<file path="src/rtl/iir_chan_sched.sv">
// -----------------------------------------------------------------------------
// iir_chan_sched
//
// Time-multiplexed scheduler for a 2nd-order bandpass IIR section
// (transposed direct-form II, Q27 coefficients). It serves NCH independent
// channels and uses one shared 32x32 signed multiplier, which produces one
// product per cycle. Each channel keeps its own 64-bit s1/s2 history in an
// internal register file.
//
// All state updates happen on the falling edge of clk_i, to match the
// filter datapath.
//
// Optional feature macro: IIR_SCHED_CLR_EN
//   When it is defined, clr_valid_i and clr_ch_i are added. They zero the
//   history of one channel while the scheduler is idle.
//
// Ports
//   clk_i        clock (state updates on negedge)
//   reset_i      asynchronous, active-high reset
//   clr_valid_i  clear request (only with IIR_SCHED_CLR_EN)
//   clr_ch_i     channel to clear (only with IIR_SCHED_CLR_EN)
//   in_valid_i   sample offered
//   in_ready_o   high only while IDLE
//   in_x_i       signed 32-bit input sample
//   in_ch_i      channel of in_x_i
//   out_valid_o  result valid, held until accepted
//   out_ready_i  downstream accepts the result
//   out_y_o      signed 32-bit filtered sample
//   out_ch_o     channel of out_y_o
// -----------------------------------------------------------------------------
module iir_chan_sched #(
    parameter int                 NCH   = 4,
    parameter int                 SHIFT = 27,
    parameter logic signed [31:0] B1    = 32'sd25109419,
    parameter logic signed [31:0] B2    = 32'sd0,
    parameter logic signed [31:0] B3    = -32'sd25109419,
    parameter logic signed [31:0] A2    = -32'sd187539761,
    parameter logic signed [31:0] A3    = 32'sd83998890,
    localparam int                CW    = $clog2(NCH)
) (
    input  logic                 clk_i,
    input  logic                 reset_i,
`ifdef IIR_SCHED_CLR_EN
    input  logic                 clr_valid_i,
    input  logic [CW-1:0]        clr_ch_i,
`endif
    input  logic                 in_valid_i,
    output logic                 in_ready_o,
    input  logic signed [31:0]   in_x_i,
    input  logic [CW-1:0]        in_ch_i,
    output logic                 out_valid_o,
    input  logic                 out_ready_i,
    output logic signed [31:0]   out_y_o,
    output logic [CW-1:0]        out_ch_o
);

    // One multiplier pass per state. Writeback happens on the MA3 -> OUT edge.
    typedef enum logic [2:0] {
        IDLE,
        MB1,
        MB2,
        MA2,
        MB3,
        MA3,
        OUT
    } state_e;

    state_e state_q, state_d;

    // Per-channel filter history
    logic signed [63:0] s1_q [NCH];
    logic signed [63:0] s2_q [NCH];

    // Latched sample and intermediate results
    logic signed [31:0] x_q, x_d;
    logic [CW-1:0]      ch_q, ch_d;
    logic signed [31:0] y_q, y_d;
    logic signed [63:0] t_q, t_d;       // partial sum shared by MB2/MA2 and MB3/MA3
    logic signed [63:0] s1n_q, s1n_d;   // new s1, held until the MA3 writeback
    logic signed [63:0] s2n;

    logic               out_valid_q, out_valid_d;
    logic signed [31:0] out_y_q, out_y_d;
    logic [CW-1:0]      out_ch_q, out_ch_d;

    logic               wr_en;
    logic               clr_en;
    logic               clr_req;
    logic [CW-1:0]      clr_ch;

`ifdef IIR_SCHED_CLR_EN
    assign clr_req = clr_valid_i;
    assign clr_ch  = clr_ch_i;
`else
    assign clr_req = 1'b0;
    assign clr_ch  = '0;
`endif

    // ---------------- shared multiplier ----------------
    logic signed [31:0] mul_coef;
    logic signed [31:0] mul_opnd;
    logic signed [63:0] prod;

    // NOTE: every signal driven in an always_comb gets a default before the
    // case, so no path leaves it unassigned and no latch is inferred.
    always_comb begin
        mul_coef = B1;
        mul_opnd = x_q;
        unique case (state_q)
            MB2:     mul_coef = B2;
            MA2: begin
                mul_coef = A2;
                mul_opnd = y_q;
            end
            MB3:     mul_coef = B3;
            MA3: begin
                mul_coef = A3;
                mul_opnd = y_q;
            end
            default: ;
        endcase
    end

    // Operands are sign-extended to 64 bits, so the product is exact.
    assign prod = 64'(mul_coef) * 64'(mul_opnd);
    assign s2n  = t_q - prod;

    // ---------------- next-state / datapath ----------------
    always_comb begin
        state_d     = state_q;
        x_d         = x_q;
        ch_d        = ch_q;
        y_d         = y_q;
        t_d         = t_q;
        s1n_d       = s1n_q;
        out_valid_d = out_valid_q;
        out_y_d     = out_y_q;
        out_ch_d    = out_ch_q;
        wr_en       = 1'b0;
        clr_en      = 1'b0;

        unique case (state_q)
            IDLE: begin
                // A clear wins over a sample offered in the same cycle.
                if (clr_req) begin
                    clr_en = 1'b1;
                end else if (in_valid_i) begin
                    x_d     = in_x_i;
                    ch_d    = in_ch_i;
                    state_d = MB1;
                end
            end
            MB1: begin
                // y wraps to 32 bits. No saturation is applied.
                y_d     = 32'((s1_q[ch_q] + prod) >>> SHIFT);
                state_d = MB2;
            end
            MB2: begin
                t_d     = prod + s2_q[ch_q];
                state_d = MA2;
            end
            MA2: begin
                s1n_d   = t_q - prod;
                state_d = MB3;
            end
            MB3: begin
                t_d     = prod;
                state_d = MA3;
            end
            MA3: begin
                wr_en       = 1'b1;
                out_valid_d = 1'b1;
                out_y_d     = y_q;
                out_ch_d    = ch_q;
                state_d     = OUT;
            end
            OUT: begin
                if (out_ready_i) begin
                    out_valid_d = 1'b0;
                    state_d     = IDLE;
                end
            end
            default: state_d = IDLE;
        endcase
    end

    // ---------------- registers ----------------
    // NOTE: sequential state uses non-blocking assignments only. Every
    // register then updates from the values that were present before the edge.
    always_ff @(negedge clk_i or posedge reset_i) begin
        if (reset_i) begin
            state_q     <= IDLE;
            x_q         <= '0;
            ch_q        <= '0;
            y_q         <= '0;
            t_q         <= '0;
            s1n_q       <= '0;
            out_valid_q <= 1'b0;
            out_y_q     <= '0;
            out_ch_q    <= '0;
        end else begin
            state_q     <= state_d;
            x_q         <= x_d;
            ch_q        <= ch_d;
            y_q         <= y_d;
            t_q         <= t_d;
            s1n_q       <= s1n_d;
            out_valid_q <= out_valid_d;
            out_y_q     <= out_y_d;
            out_ch_q    <= out_ch_d;
        end
    end

    // NOTE: this history file is small flop storage, not a RAM macro. It is
    // reset on purpose, because every channel's filter must restart from zero
    // state. A reset in mid-sample discards that sample, since wr_en is never
    // raised for it.
    always_ff @(negedge clk_i or posedge reset_i) begin
        if (reset_i) begin
            for (int i = 0; i < NCH; i++) begin
                s1_q[i] <= '0;
                s2_q[i] <= '0;
            end
        end else if (clr_en) begin
            s1_q[clr_ch] <= '0;
            s2_q[clr_ch] <= '0;
        end else if (wr_en) begin
            s1_q[ch_q] <= s1n_q;
            s2_q[ch_q] <= s2n;
        end
    end

    assign in_ready_o  = (state_q == IDLE);
    assign out_valid_o = out_valid_q;
    assign out_y_o     = out_y_q;
    assign out_ch_o    = out_ch_q;

endmodule

</file>
<file path="config.mk">
export PLATFORM = sky130hd
export DESIGN_NAME = iir_chan_sched
export DESIGN_NICKNAME = d
export VERILOG_FILES = /design/src/rtl/iir_chan_sched.sv
export SDC_FILE = /design/constraint.sdc
export NUM_CORES = 2
export LEC_CHECK = 0
export CORE_ASPECT_RATIO = 1.75
export CORE_MARGIN = 8
export CORE_UTILIZATION = 45
export DETAILED_ROUTE_END_ITERATION = 10
export PLACE_DENSITY = 0.72
export SYNTH_ARGS = -nofsm -noshare
export SYNTH_HDL_FRONTEND = slang
export SYNTH_SLANG_ARGS = --single-unit
</file>
<file path="constraint.sdc">
create_clock -name clk_i -period 28.4 [get_ports clk_i]
set_clock_uncertainty 0.1 [all_clocks]
set_input_delay 5.68 -clock clk_i [delete_from_list [all_inputs] [get_ports clk_i]]
set_output_delay 5.68 -clock clk_i [all_outputs]
set_load 0.01 [all_outputs]
</file>
# After elaboration in Yosys (flattened, before gate mapping)
# Index checks and enable logic that the tools add are counted.
# word_totals
output_inout_bits	36
input_bits	38
register_bits	744
word_cells	59
# classes
reduce_logical	8
bitwise_logic	1
add_sub_neg	3
multipliers	1
muxes	19
magnitude_cmp	2
n_eq_ne	8
# op_table
cell	count
$bwmux W256	2
$bmux W64 S2	2
$mux W64	3
$demux W64 S2	1
$pmux W32 S4	1
$pmux W64 S2	1
$mux W59	2
$add A64 B64 Y64	1
$mul A32 B32 Y64	1
$sub A64 B64 Y64	1
$add A59 B59 Y59	1
$mux W32	1
$pmux W3 S7	1
$eq A3 B3 Y1 const B	3
$eq A3 B2 Y1 const B	2
$mux W3	2
$reduce_and A2 Y1	3
$ne A2 B2 Y1 const B	2
$reduce_bool A2 Y1	2
$eq A3 B1 Y1 const B	1
$ge A3 B3 Y1 const B	1
$logic_not A3 Y1	1
$lt A3 B1 Y1 const B	1
$not A2 Y3	1
4 further kinds	5

# Logic depth before layout (Yosys ltp)
# depth
depth_word	6
mapped_depth	53
ltp_nobuf	50

==> summary.txt <==
CTS
  • Root buf cell: clkbuf_16
  • Cts hold-fix bufs: 0
  • CTS tree: yes
  • Clk_lat worst skew: 0.66 ns
  • # Post-CTS Setup Buffers: 0
  • Htree depth: 3
  • Post-cts resize count: 0
  • Clock slew at reported path FFs: 0.05 ns
  • Clk sinks: 694
  • Buffers from clock root to sink, at most: 3
  • Inserted Clock Buffers: 70

Placed design
  • DP HPWL: 190,000 microns
  • GP Congestion: 1.04
  • Port Buffers: 73

Global routing
  • Vias in the first global route: 53,150
  • Gr usage total: 0.295
  • First-pass GRT wire length: 348,000 microns
  • Initial antenna violation count: 7
  • Largest net degree at the start of global routing: 165
  • Gr ovfl total: 0

Hold path
  • Hold Path Class: register to register
  • Hold depth: 2
  • Min-Delay Endpoint: s1_q[103]
  • Critical hold path startpoint: s1_q[103]

Route
  • Total Wirelength: 235,000 microns
  • Via count: 48,809
  • Post-route ant nets: 0
  • Vias per inst: 5.58
  • WL/cell: 26.9 microns
  • # DRC: 0
  • Initial DRC count: 3,479
  • DR pass1 iterations: 6

Synth
  • Multiplexer area fraction after synthesis: 0.0763
  • Syn Area/Cell: 9.90 sq um
  • Largest area contributor in the netlist: fa_1
  • Register area share after synthesis: 0.261
  • Mapped Cells: 6,727
  • Most used DFF post-synth: dfrtn_1
  • Yosys cell types: 90
  • Yosys Warn Count: 0
  • Post-Synth Adder-Cell Area: 0.351
  • Main area contributors after synthesis: fa_1 (28%), dfrtn_1 (26%), nand2_1 (7.2%), ha_1 (6.5%), inv_1 (6.2%)
  • Complex-gate fraction of the synthesized area: 0.0901
  • Area share of xor/xnor cells in the synthesized design: 0.0304
  • #FFs+latches synth: 694
  • Simple-Gate Fraction of Synth Area: 0.116
  • Syn nets: 8,054
  • Mapped Area: 0.0666 sq mm
  • Post-synth EDFFs: 0
  • Async S/R FF share, synth: 1.00
  • Area share of the largest cell type after synthesis: 0.283
  • Largest family of logic cells by synthesized area: adder cells

Worst setup path
  • Worst reg2reg path depth: 45
  • Peak fanout along the critical path: 21
  • Reg-to-Reg Start: state_q[2]
  • CP startpoint kind: register
  • FF-to-FF setup slack: 12.15 ns
  • Worst EP required: 22.62 ns
  • Crit end category: output pin
  • WS Path Type: register to output pin
  • Reg-to-reg endpoint: t_q[58]
  • Arrival @ worst endpoint: 16.23 ns

STA
  • Max-slew violation count: 0
  • Setup TNS: 0 ns
  • Slew margin rel.: 0.201
  • Final Hold Viols: 0
  • Setup-failing EPs final: 0
  • Worst-Margin Slew: 1.19 ns
  • RSZ-0062 raised after global routing: false

Run status
  • Outcome: completed

Die
  • Boundary Pins: 74
  • Die area: 0.161 sq mm
  • Initial Util: 0.453
  • Die Wd: 307 microns
  • # rows: 186
  • Die Ht: 525 microns
  • Core ar.: 0.147 sq mm

Finish
  • Fillers: 13,598
  • Nets: 8,038
  • Area growth from synthesis to layout: 8.25%
  • Final core occ: 0.491
  • Fraction of layout cells with a size suffix above 1: 0.0845

Flow run
  • MaxCap Viol Count: 0
==> state kept, by name, summed over array words and instances, names as in the netlist <==
register     count
s2_q           236
y_q             32
x_q             32
ch_q             2
t_q             59
out_ch_o         2
s1_q           236
state_q          3
out_y_o         32
out_valid_o      1
s1n_q           59
==> critical path, stage by stage, from the launching register on <==
cell             delay, ns
dfrtn_1               0.32
buf_4                 0.21
nor3_1                0.27
clkdlybuf4s50_1       0.59
==> worst max path at each step <==
stage	slack, ns	startpoint	cells after the start	to
floorplan	-0.79	reset_i	1	ch_q[0]
finish	6.39	state_q[2]	3	in_ready_o
CTS	6.35	reset_i	4	s1_q[135]
global placement	5.74	reset_i	4	s1n_q[5]
global route	6.06	reset_i	4	s2_q[7]
detailed placement	5.66	reset_i	4	s1_q[134]
==> synth_stat cells (all sizes together) (13+ instances only) <==
library cell,count
buf,36
and2,34
maj3,14
o21bai,28
xnor2,145
a31oi,28
nor2b,27
o21a,26
o21ai,344
fa,941
inv,1103
mux4,118
nand2b,36
and3,34
nor2,254
o211ai,21
a21oi,254
nand2,1285
xor2,82
or2,19
nand3,48
clkbuf,195
a21o,87
nor3,49
nand4,19
dfrtn,694
or3,13
a211oi,46
ha,348
mux2i,18
mux2,199
==> area by class of cell <==
class / count / area, sq um / area share
antenna: 5 / 12.5 / 0.000174
clock buffer: 87 / 1940 / 0.0269
clock inverter: 40 / 539 / 0.00748
inverter: 1104 / 4150 / 0.0576
multi-input combinational: 4698 / 44300 / 0.614
sequential: 694 / 17400 / 0.241
tap: 1974 / 2470 / 0.0343
timing repair buffer: 143 / 1310 / 0.0181
==> through the flow <==
step	setup slack, ns	cells	instance area [sq um]	hold slack [ns]
detailed placement	5.66	8613	69600	0.319
floorplan	-0.794	6727	66600	0.301
CTS	6.35	8740	72000	0.320
global placement	5.74	8613	69600	0.313
finish	6.39	8745	72100	0.319
global route	6.06	8741	72000	0.337
==> cell usage in the layout, fill, tap and decap left out, drive strengths merged, types with 145 or more instances in the layout <==
cell type / count
ha: 348
o21ai: 344
fa: 941
nand2: 1285
inv: 1108
nor2: 254
a21oi: 254
dfrtn: 694
mux2: 199
xnor2: 145
==> per-layer routing <==
metal,up-vias,global-route usage,routed length [microns]
li1,21502,-,-
met1,24979,0.307,78600
met2,1625,0.529,122000
met3,701,0.0418,11000
met4,2,0.231,23200
met5,-,0,13
==> logic make-up after synthesis <==
family | Yosys count
mux | 335
buf+inv | 1335
simple gates | 1862
xor+xnor | 227
flops | 694
compound gates | 971
fa+ha+maj | 1303
Power is left out: the tool's default activity adds up to more than one toggle a clock period on the data nets, which glitch-free logic cannot reach.
